<file path="src/rtl/ifu_cache.sv">
// rtl/ifu_cache.sv - fully associative instruction-line cache with FIFO replacement
// Optional same-cycle fill forwarding: IFU_CACHE_FILL_BYPASS_EN
module ifu_cache #(
  parameter int NUM_TAGS     = 16,
  parameter int NUM_LINES    = 16,
  parameter int TAG_WIDTH    = 27,
  parameter int LINE_WIDTH   = 128,
  parameter int ADDR_WIDTH   = 32,
  parameter int OFFSET_WIDTH = 5
) (
  input  logic                  Clock,
  input  logic                  Rst,
  input  logic [ADDR_WIDTH-1:0] cpu_reqAddrIn,
  output logic [ADDR_WIDTH-1:0] cpu_rspAddrOut,
  output logic [LINE_WIDTH-1:0] cpu_rspInsLineOut,
  output logic                  cpu_rspInsLineValidOut,
  input  logic [TAG_WIDTH-1:0]  mem_rspTagIn,
  input  logic [LINE_WIDTH-1:0] mem_rspInsLineIn,
  input  logic                  mem_rspInsLineValidIn,
  output logic [TAG_WIDTH-1:0]  mem_reqTagOut,
  output logic                  mem_reqTagValidOut,
  output logic                  dataInsertion
);

  localparam int IDX_W = (NUM_LINES > 1) ? $clog2(NUM_LINES) : 1;

  logic [NUM_TAGS-1:0]   r_valid;
  logic [TAG_WIDTH-1:0]  r_tag  [NUM_TAGS];
  logic [LINE_WIDTH-1:0] r_line [NUM_LINES];
  logic [IDX_W-1:0]      r_rr_ptr;

  logic [TAG_WIDTH-1:0]  w_req_tag;
  logic                  w_hit;
  logic [IDX_W-1:0]      w_hit_idx;
  logic                  w_fill_match;
  logic [IDX_W-1:0]      w_fill_idx;
  logic                  w_has_free;
  logic [IDX_W-1:0]      w_free_idx;
  logic [IDX_W-1:0]      w_victim;
  logic                  w_bypass;
  logic [LINE_WIDTH-1:0] w_hit_line;

  assign w_req_tag = cpu_reqAddrIn[ADDR_WIDTH-1:OFFSET_WIDTH];

  // Descending scan so the lowest matching/free index wins.
  always_comb begin
    w_hit        = 1'b0;
    w_hit_idx    = '0;
    w_fill_match = 1'b0;
    w_fill_idx   = '0;
    w_has_free   = 1'b0;
    w_free_idx   = '0;
    for (int i = NUM_TAGS - 1; i >= 0; i--) begin
      if (r_valid[i] && (r_tag[i] == w_req_tag)) begin
        w_hit     = 1'b1;
        w_hit_idx = IDX_W'(i);
      end
      if (r_valid[i] && (r_tag[i] == mem_rspTagIn)) begin
        w_fill_match = 1'b1;
        w_fill_idx   = IDX_W'(i);
      end
      if (!r_valid[i]) begin
        w_has_free = 1'b1;
        w_free_idx = IDX_W'(i);
      end
    end
  end

  assign w_victim   = w_has_free ? w_free_idx : r_rr_ptr;
  assign w_hit_line = r_line[w_hit_idx];

`ifdef IFU_CACHE_FILL_BYPASS_EN
  assign w_bypass = mem_rspInsLineValidIn && (mem_rspTagIn == w_req_tag);
`else
  assign w_bypass = 1'b0;
`endif

  // Tag/line storage needs no reset; validity lives in r_valid.
  always_ff @(posedge Clock) begin
    if (Rst && mem_rspInsLineValidIn) begin
      if (w_fill_match) begin
        r_line[w_fill_idx] <= mem_rspInsLineIn;
      end else begin
        r_tag[w_victim]  <= mem_rspTagIn;
        r_line[w_victim] <= mem_rspInsLineIn;
      end
    end
  end

  always_ff @(posedge Clock or negedge Rst) begin
    if (!Rst) begin
      r_valid                <= '0;
      r_rr_ptr               <= '0;
      dataInsertion          <= 1'b0;
      cpu_rspAddrOut         <= '0;
      cpu_rspInsLineOut      <= '0;
      cpu_rspInsLineValidOut <= 1'b0;
      mem_reqTagOut          <= '0;
      mem_reqTagValidOut     <= 1'b0;
    end else begin
      dataInsertion <= 1'b0;
      if (mem_rspInsLineValidIn && !w_fill_match) begin
        r_valid[w_victim] <= 1'b1;
        dataInsertion     <= 1'b1;
        if (!w_has_free) begin
          if (r_rr_ptr == IDX_W'(NUM_LINES - 1)) r_rr_ptr <= '0;
          else                                   r_rr_ptr <= r_rr_ptr + 1'b1;
        end
      end

      if (w_hit || w_bypass) begin
        cpu_rspAddrOut         <= cpu_reqAddrIn;
        cpu_rspInsLineOut      <= w_bypass ? mem_rspInsLineIn : w_hit_line;
        cpu_rspInsLineValidOut <= 1'b1;
        mem_reqTagValidOut     <= 1'b0;
      end else begin
        cpu_rspInsLineValidOut <= 1'b0;
        mem_reqTagValidOut     <= 1'b1;
        mem_reqTagOut          <= w_req_tag;
      end
    end
  end

endmodule

</file>
<file path="config.mk">
export PLATFORM = sky130hd
export DESIGN_NAME = ifu_cache
export DESIGN_NICKNAME = d
export VERILOG_FILES = /design/src/rtl/ifu_cache.sv
export SDC_FILE = /design/constraint.sdc
export NUM_CORES = 2
export LEC_CHECK = 0
export ABC_AREA = 1
export ABC_CLOCK_PERIOD_IN_PS = 22200
export CAP_MARGIN = 20
export CORE_UTILIZATION = 40
export CTS_CLUSTER_SIZE = 12
export DETAILED_ROUTE_END_ITERATION = 8
export SYNTH_ARGS = -nofsm -noshare
export SYNTH_HDL_FRONTEND = slang
export SYNTH_SLANG_ARGS = --single-unit
</file>
<file path="constraint.sdc">
create_clock -name Clock -period 22.2 [get_ports Clock]
set_input_delay 4.44 -clock Clock [delete_from_list [all_inputs] [get_ports Clock]]
set_output_delay 4.44 -clock Clock [all_outputs]
set_load 0.01 [all_outputs]
</file>
## Word level (Yosys, flattened, before mapping)

Memory sizes are Yosys's and may differ from the RTL's. A register that Yosys moved wholly into a read port is not among the register bits.
Index checks and enable logic that the tools add are counted.

- Bits in registers: 82
- RAM bits: 2480
- Output and inout port bits: 190
- Logic and storage cells: 198
- Memories kept: 2

Memory list:

| name | words | width | read ports | clocked after Yosys merged registers in | write ports | RTL line | RTL |
|---|---|---|---|---|---|---|---|
| r_line | 16 | 128 | 1 | 1 | 1 | 29 | `logic [LINE_WIDTH-1:0] r_line [NUM_LINES];` |
| r_tag | 16 | 27 | 16 | 0 | 1 | 28 | `logic [TAG_WIDTH-1:0] r_tag [NUM_TAGS];` |

- Add/subtract/negate cells: 1
- Magnitude comparators: 2
- Eq/ne operators: 33
- Multiplexer cells: 112
- Bitwise gates (word level): 2
- Reductions and logical operators: 39

Operators by type and width:

| cell | number |
|---|---|
| $eq A27 B27 Y1 | 32 |
| $mux W4 | 51 |
| $mux W128 | 1 |
| $reduce_or A128 Y1 | 1 |
| $mux W1 | 59 |
| $logic_and A1 B1 Y1 | 35 |
| $or A16 B16 Y16 | 1 |
| $lt A4 B5 Y1 const B | 1 |
| $add A4 B1 Y4 const B | 1 |
| $demux W1 S4 | 1 |
| $eq A4 B4 Y1 const B | 1 |
| $ge A4 B1 Y1 const B | 1 |
| $logic_not A1 Y1 | 2 |
| $reduce_and A2 Y1 | 1 |
| $not A1 Y1 | 1 |

## Longest topological paths before layout

An unclocked memory read counts as a cell.

- Word-level depth: 24
- Mapped depth: 36
- Depth with buffers taken out: 32

## Worst setup path after synthesis

Ideal clock, no wire load.

- Kind: input-to-reg
- Start point: input port mem_rspTagIn[8]
- End point: memory r_line[10][0], enable pin
- Library setup time: 617 ps
- Data arrival time: 11926 ps
- Data required time: 21583 ps
- Path slack: 9656 ps
- Stages on the path: 16
- Buffers on the path: 2
- Cell sequence: clkbuf_1 -> inv_1 -> clkbuf_1 -> o22ai_1 -> nor2_1 -> nand4_1 -> nor3_1 -> nand4_1 -> nand2_1 -> nor3b_1 -> nand3_1 -> nor3_2 -> nand2_1 -> o22ai_1 -> nand3_1 -> nor2_1

- Longest elaborated chain between the ends: 23

Ends and longest elaborated chain:

| element | RTL line | RTL |
|---|---|---|
| start: declaration | 17 | `input logic [TAG_WIDTH-1:0] mem_rspTagIn,` |
| $eq A27 B27 Y1 | 58 | `if (r_valid[i] && (r_tag[i] == mem_rspTagIn)) begin` |
| $logic_and A1 B1 Y1 | 58 |  |
| $mux W1 (16 in series) | 58 |  |
| $mux W1 | 81 | `if (w_fill_match) begin` |
| $mux W1 | 80 | `if (Rst && mem_rspInsLineValidIn) begin` |
| $mux W1 (not written as such) | 85 | `r_line[w_victim] <= mem_rspInsLineIn;` |
| $reduce_or A128 Y1 (no line) | n/a |  |
| $mux W4 (no line) or $mux W1 (tied branches) | n/a |  |
| end: declaration | 29 |  |

Parallel ways exist; a longest one is shown, timed or not.

## Final worst setup path

- Start point: input port cpu_reqAddrIn[19]
- End point: register cpu_rspInsLineOut[11], read port of r_line

- Longest elaborated chain between the ends: 18

Ends and longest elaborated chain:

| element | RTL line | RTL |
|---|---|---|
| start: declaration | 13 | `input logic [ADDR_WIDTH-1:0] cpu_reqAddrIn,` |
| $eq A27 B27 Y1 | 54 | `if (r_valid[i] && (r_tag[i] == w_req_tag)) begin` |
| $logic_and A1 B1 Y1 | 54 |  |
| $mux W4 or $mux W1 (tied branches) (16 in series) | 54 |  |
| end: declaration | 15 | `output logic [LINE_WIDTH-1:0] cpu_rspInsLineOut,` |

Parallel ways exist; a longest one is shown, timed or not.
A chain may end at the register's enable or synchronous reset.

==> results <==
- The clock period minus worst slack is 11.81 ns.
- Along the worst path, the maximum fanout reaches around 240.
- The total via count after detailed routing is roughly 86000.
- Counting the buffers created by CTS gives 297.
- After synthesis the netlist holds a flip-flop and latch count of approximately 2700.
- The number of endpoints with negative hold slack in the final report is 0.
- For this design the total switching power over the nets is between 2 and 3 mW.
- Relative to the synthesized area, the layout overhead comes to 14.5%.
- Of the synthesized area, sequential elements account for between 60% and 70%.
- Timing analysis after detailed placement gives a worst setup slack of about 9.7 ns.
- In the global route stage, overall resource usage came out at between 20 and 30%.
- The die is 538 um wide.
- The cell repeated most along the worst path is sky130_fd_sc_hd__nand2_1.
- On the critical path, the stage with the largest delay is an instance of sky130_fd_sc_hd__buf_4.
- The final setup violation count is 0.
- The multi-input combinational cells in the finished layout cover a total of 30400 um^2.
- The hold-fix buffer count after cts is 0.
- In this run, distinct cell masters in the synthesized netlist total 48.
- The vertical extent of the die is 538 um.
- In this run the post-CTS setup repair buffer count came out at 0.
- Entering global routing, the biggest net connects ~240 pins.
- In the synthesized netlist the dominant register cell turns out to be sky130_fd_sc_hd__edfxtp_1.
- Net switching is approximately 23% of the power.
- The worst slew margin relative to its limit is -2.84%.
- The post-route netlist has approximately 7.1% of its cells at a drive strength greater than 1.
- The placement row count is 196.
- The clock drives between 2000 and 3000 sinks.
- The clock skew after layout is about 0.086 ns.
- The via count of the first global-routing pass was between 80000 and 90000.
- The leakage power total is 47.1 nW.
- The highest clock frequency the design can meet is roughly 85 MHz.
- The global-route congestion overflow total is 0.
- The count of pins on the block boundary is 380.
- The filler cells instantiated in the layout total ~26000.
- The number of warnings printed during yosys synthesis is 0.
- The number of buffers inserted by port buffering is between 300 and 400.
- A synthesized cell averages around 12 um^2.
- The class of the tightest hold or removal check is reg -> reg.
- The tree is rooted in a sky130_fd_sc_hd__clkbuf_16.
- The clock transition at the registers of the reported paths is around 0.060 ns.
- The fraction of the cycle the final worst path needs is 53.2%.
- The aggregate negative setup slack is 0 ns.
- On the worst path, the slowest cell contributes a delay of 0.95 ns.
- The floorplan step defined a die boundary enclosing about 290000 um^2.
- The number of slew-limit violations in the final report is 86.
- The clock latency on the worst-skew pair is between 0.9 and 1 ns.
- The number of nets in the synthesized netlist is a little over 10000.
- Summing all flip-flop and latch instances after layout gives 79700 um^2.
- Once routing completed, OpenROAD measured the worst setup slack at slightly above 10 ns.
- The mapped netlist covers 115000 um^2.
- The half-perimeter wire length after detailed placement is around 210000 um.
- In the final design database the tool counted 10300 nets.
- Setup repair after global routing left no endpoint under its margin.
- For the pin with the worst max-slew slack, the measured transition is roughly 1.5 ns.
- The internal power contribution is between 8 and 9 mW.
- Max-cap violations in this run came to 0.
- The combinational cell fraction of total power is approximately 5%.
- The arrival time reported for the critical path endpoint is around 13 ns.
- The number of gates resized after CTS was 0.
- The worst-case IR drop observed on VDD is between 0.05 and 0.06 mV.
- The kind of launch point of the worst setup path is an input pin.
- After detailed routing, the number of vias per cell comes to a little over 6.
- The sequential group share of total power is 51.5%.
- The core area is about 290000 um^2.
- The share of total power dissipated in the clock network is 43.4%.
- The final weighted congestion in routability-driven placement is 1.02.
- The effective utilization at floorplan is about two fifths.
- The critical path capture point type is a flip-flop.
- The required time of the critical path is ~23 ns.
- The synthesized instance count is between 9000 and 10000.
- For this run, design rule violations remaining after detail routing come to 0.
- The first global-routing pass estimated around 580000 um of wire.
- For this block, the initial DRC count from the detailed router was 12000.
- Dividing the detail-routed wire length by the instance count gives 29.1 um.
- The synthesized design contains around 2500 enable-type register cells.
- The number of antenna-violating nets in the routed design is 0.
- No sink is reached through more buffers than the 4 on the longest clock path.
- The initial antenna violation count is between 40 and 50.
- Before antenna repair, the detailed router went through 7 iterations.
- The run finished, with violations left.
- After synthesis, the share of flip-flops with an asynchronous set or reset is 7.81%.
- The startpoint-to-endpoint class of the critical path is in -> reg.
- The checks that failed: max-slew violations.
- The routed design has 412000 um of wire.
- The H-tree depth reported by CTS is 5.
- TritonCTS built the clock tree.
- For this design the ratio of total power to cell area is around 84 nW/um^2.
==> stage by stage <==
step                util [%]  hold slack, ns  instance area (um^2)  power (mW)  std cells
global placement        42.7           0.455                122000        6.31      13600
detailed placement      42.7           0.465                122000        6.32      13600
finish                  46.1           0.472                131000        11.0      14200
CTS                     46.0           0.479                131000        11.1      14100
floorplan                  -           0.467                115000        6.01       9947
global route            46.0           0.498                131000        11.3      14100
==> power by group through the flow <==
stage	sequential [mW]	combinational [mW]	clock, mW
after detailed placement	5.78	0.532	0
after global placement	5.78	0.528	0
final	5.68	0.554	4.79
after CTS	5.68	0.533	4.84
after floorplan	5.78	0.227	0
after global routing	5.69	0.572	5.04
==> layout by cell type (no fill, tap or decap), types with 34 or more instances in the layout <==
cell type                         Yosys  final
sky130_fd_sc_hd__a21oi_1             36     36
sky130_fd_sc_hd__a221oi_1            46     46
sky130_fd_sc_hd__buf_4               59    186
sky130_fd_sc_hd__clkbuf_1           155    101
sky130_fd_sc_hd__clkbuf_16            0    299
sky130_fd_sc_hd__clkbuf_8             0     34
sky130_fd_sc_hd__clkdlybuf4s50_1      0    367
sky130_fd_sc_hd__clkinv_1             5     41
sky130_fd_sc_hd__clkinv_2             1     35
sky130_fd_sc_hd__dfrtp_1            210    210
sky130_fd_sc_hd__edfxtp_1          2480   2480
sky130_fd_sc_hd__inv_1              331    327
sky130_fd_sc_hd__nand2_1           2003   2002
sky130_fd_sc_hd__nand3_1           2923   2922
sky130_fd_sc_hd__nand4_1             58     58
sky130_fd_sc_hd__nor2_1             158    126
sky130_fd_sc_hd__nor4_1             101    101
sky130_fd_sc_hd__o21ai_0            146    146
sky130_fd_sc_hd__o22ai_1            334    334
sky130_fd_sc_hd__xnor2_1             59     59
sky130_fd_sc_hd__xor2_1             149    149
==> critical path: cells and delay by family <==
family / cells / cell delay, ns
and+or+nand+nor: 26 / 3.31
buffers and inverters: 7 / 4.26
==> synth_stat cells, drive strengths merged, types with 4 or more instances <==
| library cell | n | share of area (%) |
|---|---|---|
| a2111oi | 10 | 0.082 |
| a211oi | 6 | 0.039 |
| a21oi | 37 | 0.16 |
| a221oi | 46 | 0.35 |
| a22o | 8 | 0.061 |
| and2 | 8 | 0.044 |
| and3 | 4 | 0.022 |
| buf | 554 | 2.5 |
| clkbuf | 155 | 0.51 |
| clkinv | 6 | 0.021 |
| dfrtp | 210 | 4.6 |
| edfxtp | 2480 | 65 |
| inv | 355 | 1.2 |
| nand2 | 2005 | 6.6 |
| nand3 | 2923 | 13 |
| nand3b | 6 | 0.039 |
| nand4 | 58 | 0.32 |
| nor2 | 158 | 0.52 |
| nor3 | 28 | 0.13 |
| nor4 | 101 | 0.55 |
| nor4b | 4 | 0.031 |
| o2111ai | 33 | 0.25 |
| o21ai | 163 | 0.71 |
| o22ai | 334 | 1.8 |
| or2 | 33 | 0.18 |
| or4 | 4 | 0.026 |
| xnor2 | 59 | 0.45 |
| xor2 | 149 | 1.1 |
==> routing by layer <==
metal	wire (um)	share of wire [%]	global-route usage, %
met1	163000	40	37.7
met5	287	0.070	0
met4	21800	5.3	13.1
met2	183000	44	42.2
met3	44300	11	6.07
==> logic make-up after synthesis <==
kind of cell / share of synthesized area (%)
mux: 0.00981
compound gates: 3.53
buf+inv: 4.19
xor+xnor: 1.59
flops: 69.5
simple gates: 21.2
fa+ha+maj: 0.0109
==> final timing paths <==
check | from | to | slack (ns) | cells past startpoint
max in group asynchronous | Rst | cpu_rspInsLineOut[44] | 16.10 | 4
hold / removal | cpu_rspAddrOut[4] | cpu_rspAddrOut[4] | 0.47 | 2
min in group asynchronous | Rst | cpu_rspInsLineOut[29] | 3.43 | 1
setup reg to reg | r_valid[15] | cpu_rspInsLineOut[11] | 15.02 | 31
hold reg to reg | cpu_rspAddrOut[4] | cpu_rspAddrOut[4] | 0.47 | 2
setup / recovery | cpu_reqAddrIn[19] | cpu_rspInsLineOut[11] | 10.39 | 33
==> area by class of cell <==
type                            count  share of cell area (%)
Multi-Input combinational cell   6187                    23.2
Clock inverter                    111                   0.778
Antenna cell                       27                  0.0514
Inverter                          361                    1.06
Clock buffer                      434                    6.34
Sequential cell                  2690                    60.7
Tap cell                         3762                    3.58
Timing Repair Buffer              591                    4.34
==> state kept, by name (all words and copies together) (netlist names) <==
signal	cells
r_rr_ptr	4
dataInsertion	1
mem_reqTagOut	27
cpu_rspInsLineValidOut	1
r_tag	432
r_line	2048
r_valid	16
mem_reqTagValidOut	1
cpu_rspInsLineOut	128
cpu_rspAddrOut	32
Power figures use the tool's default switching activity.
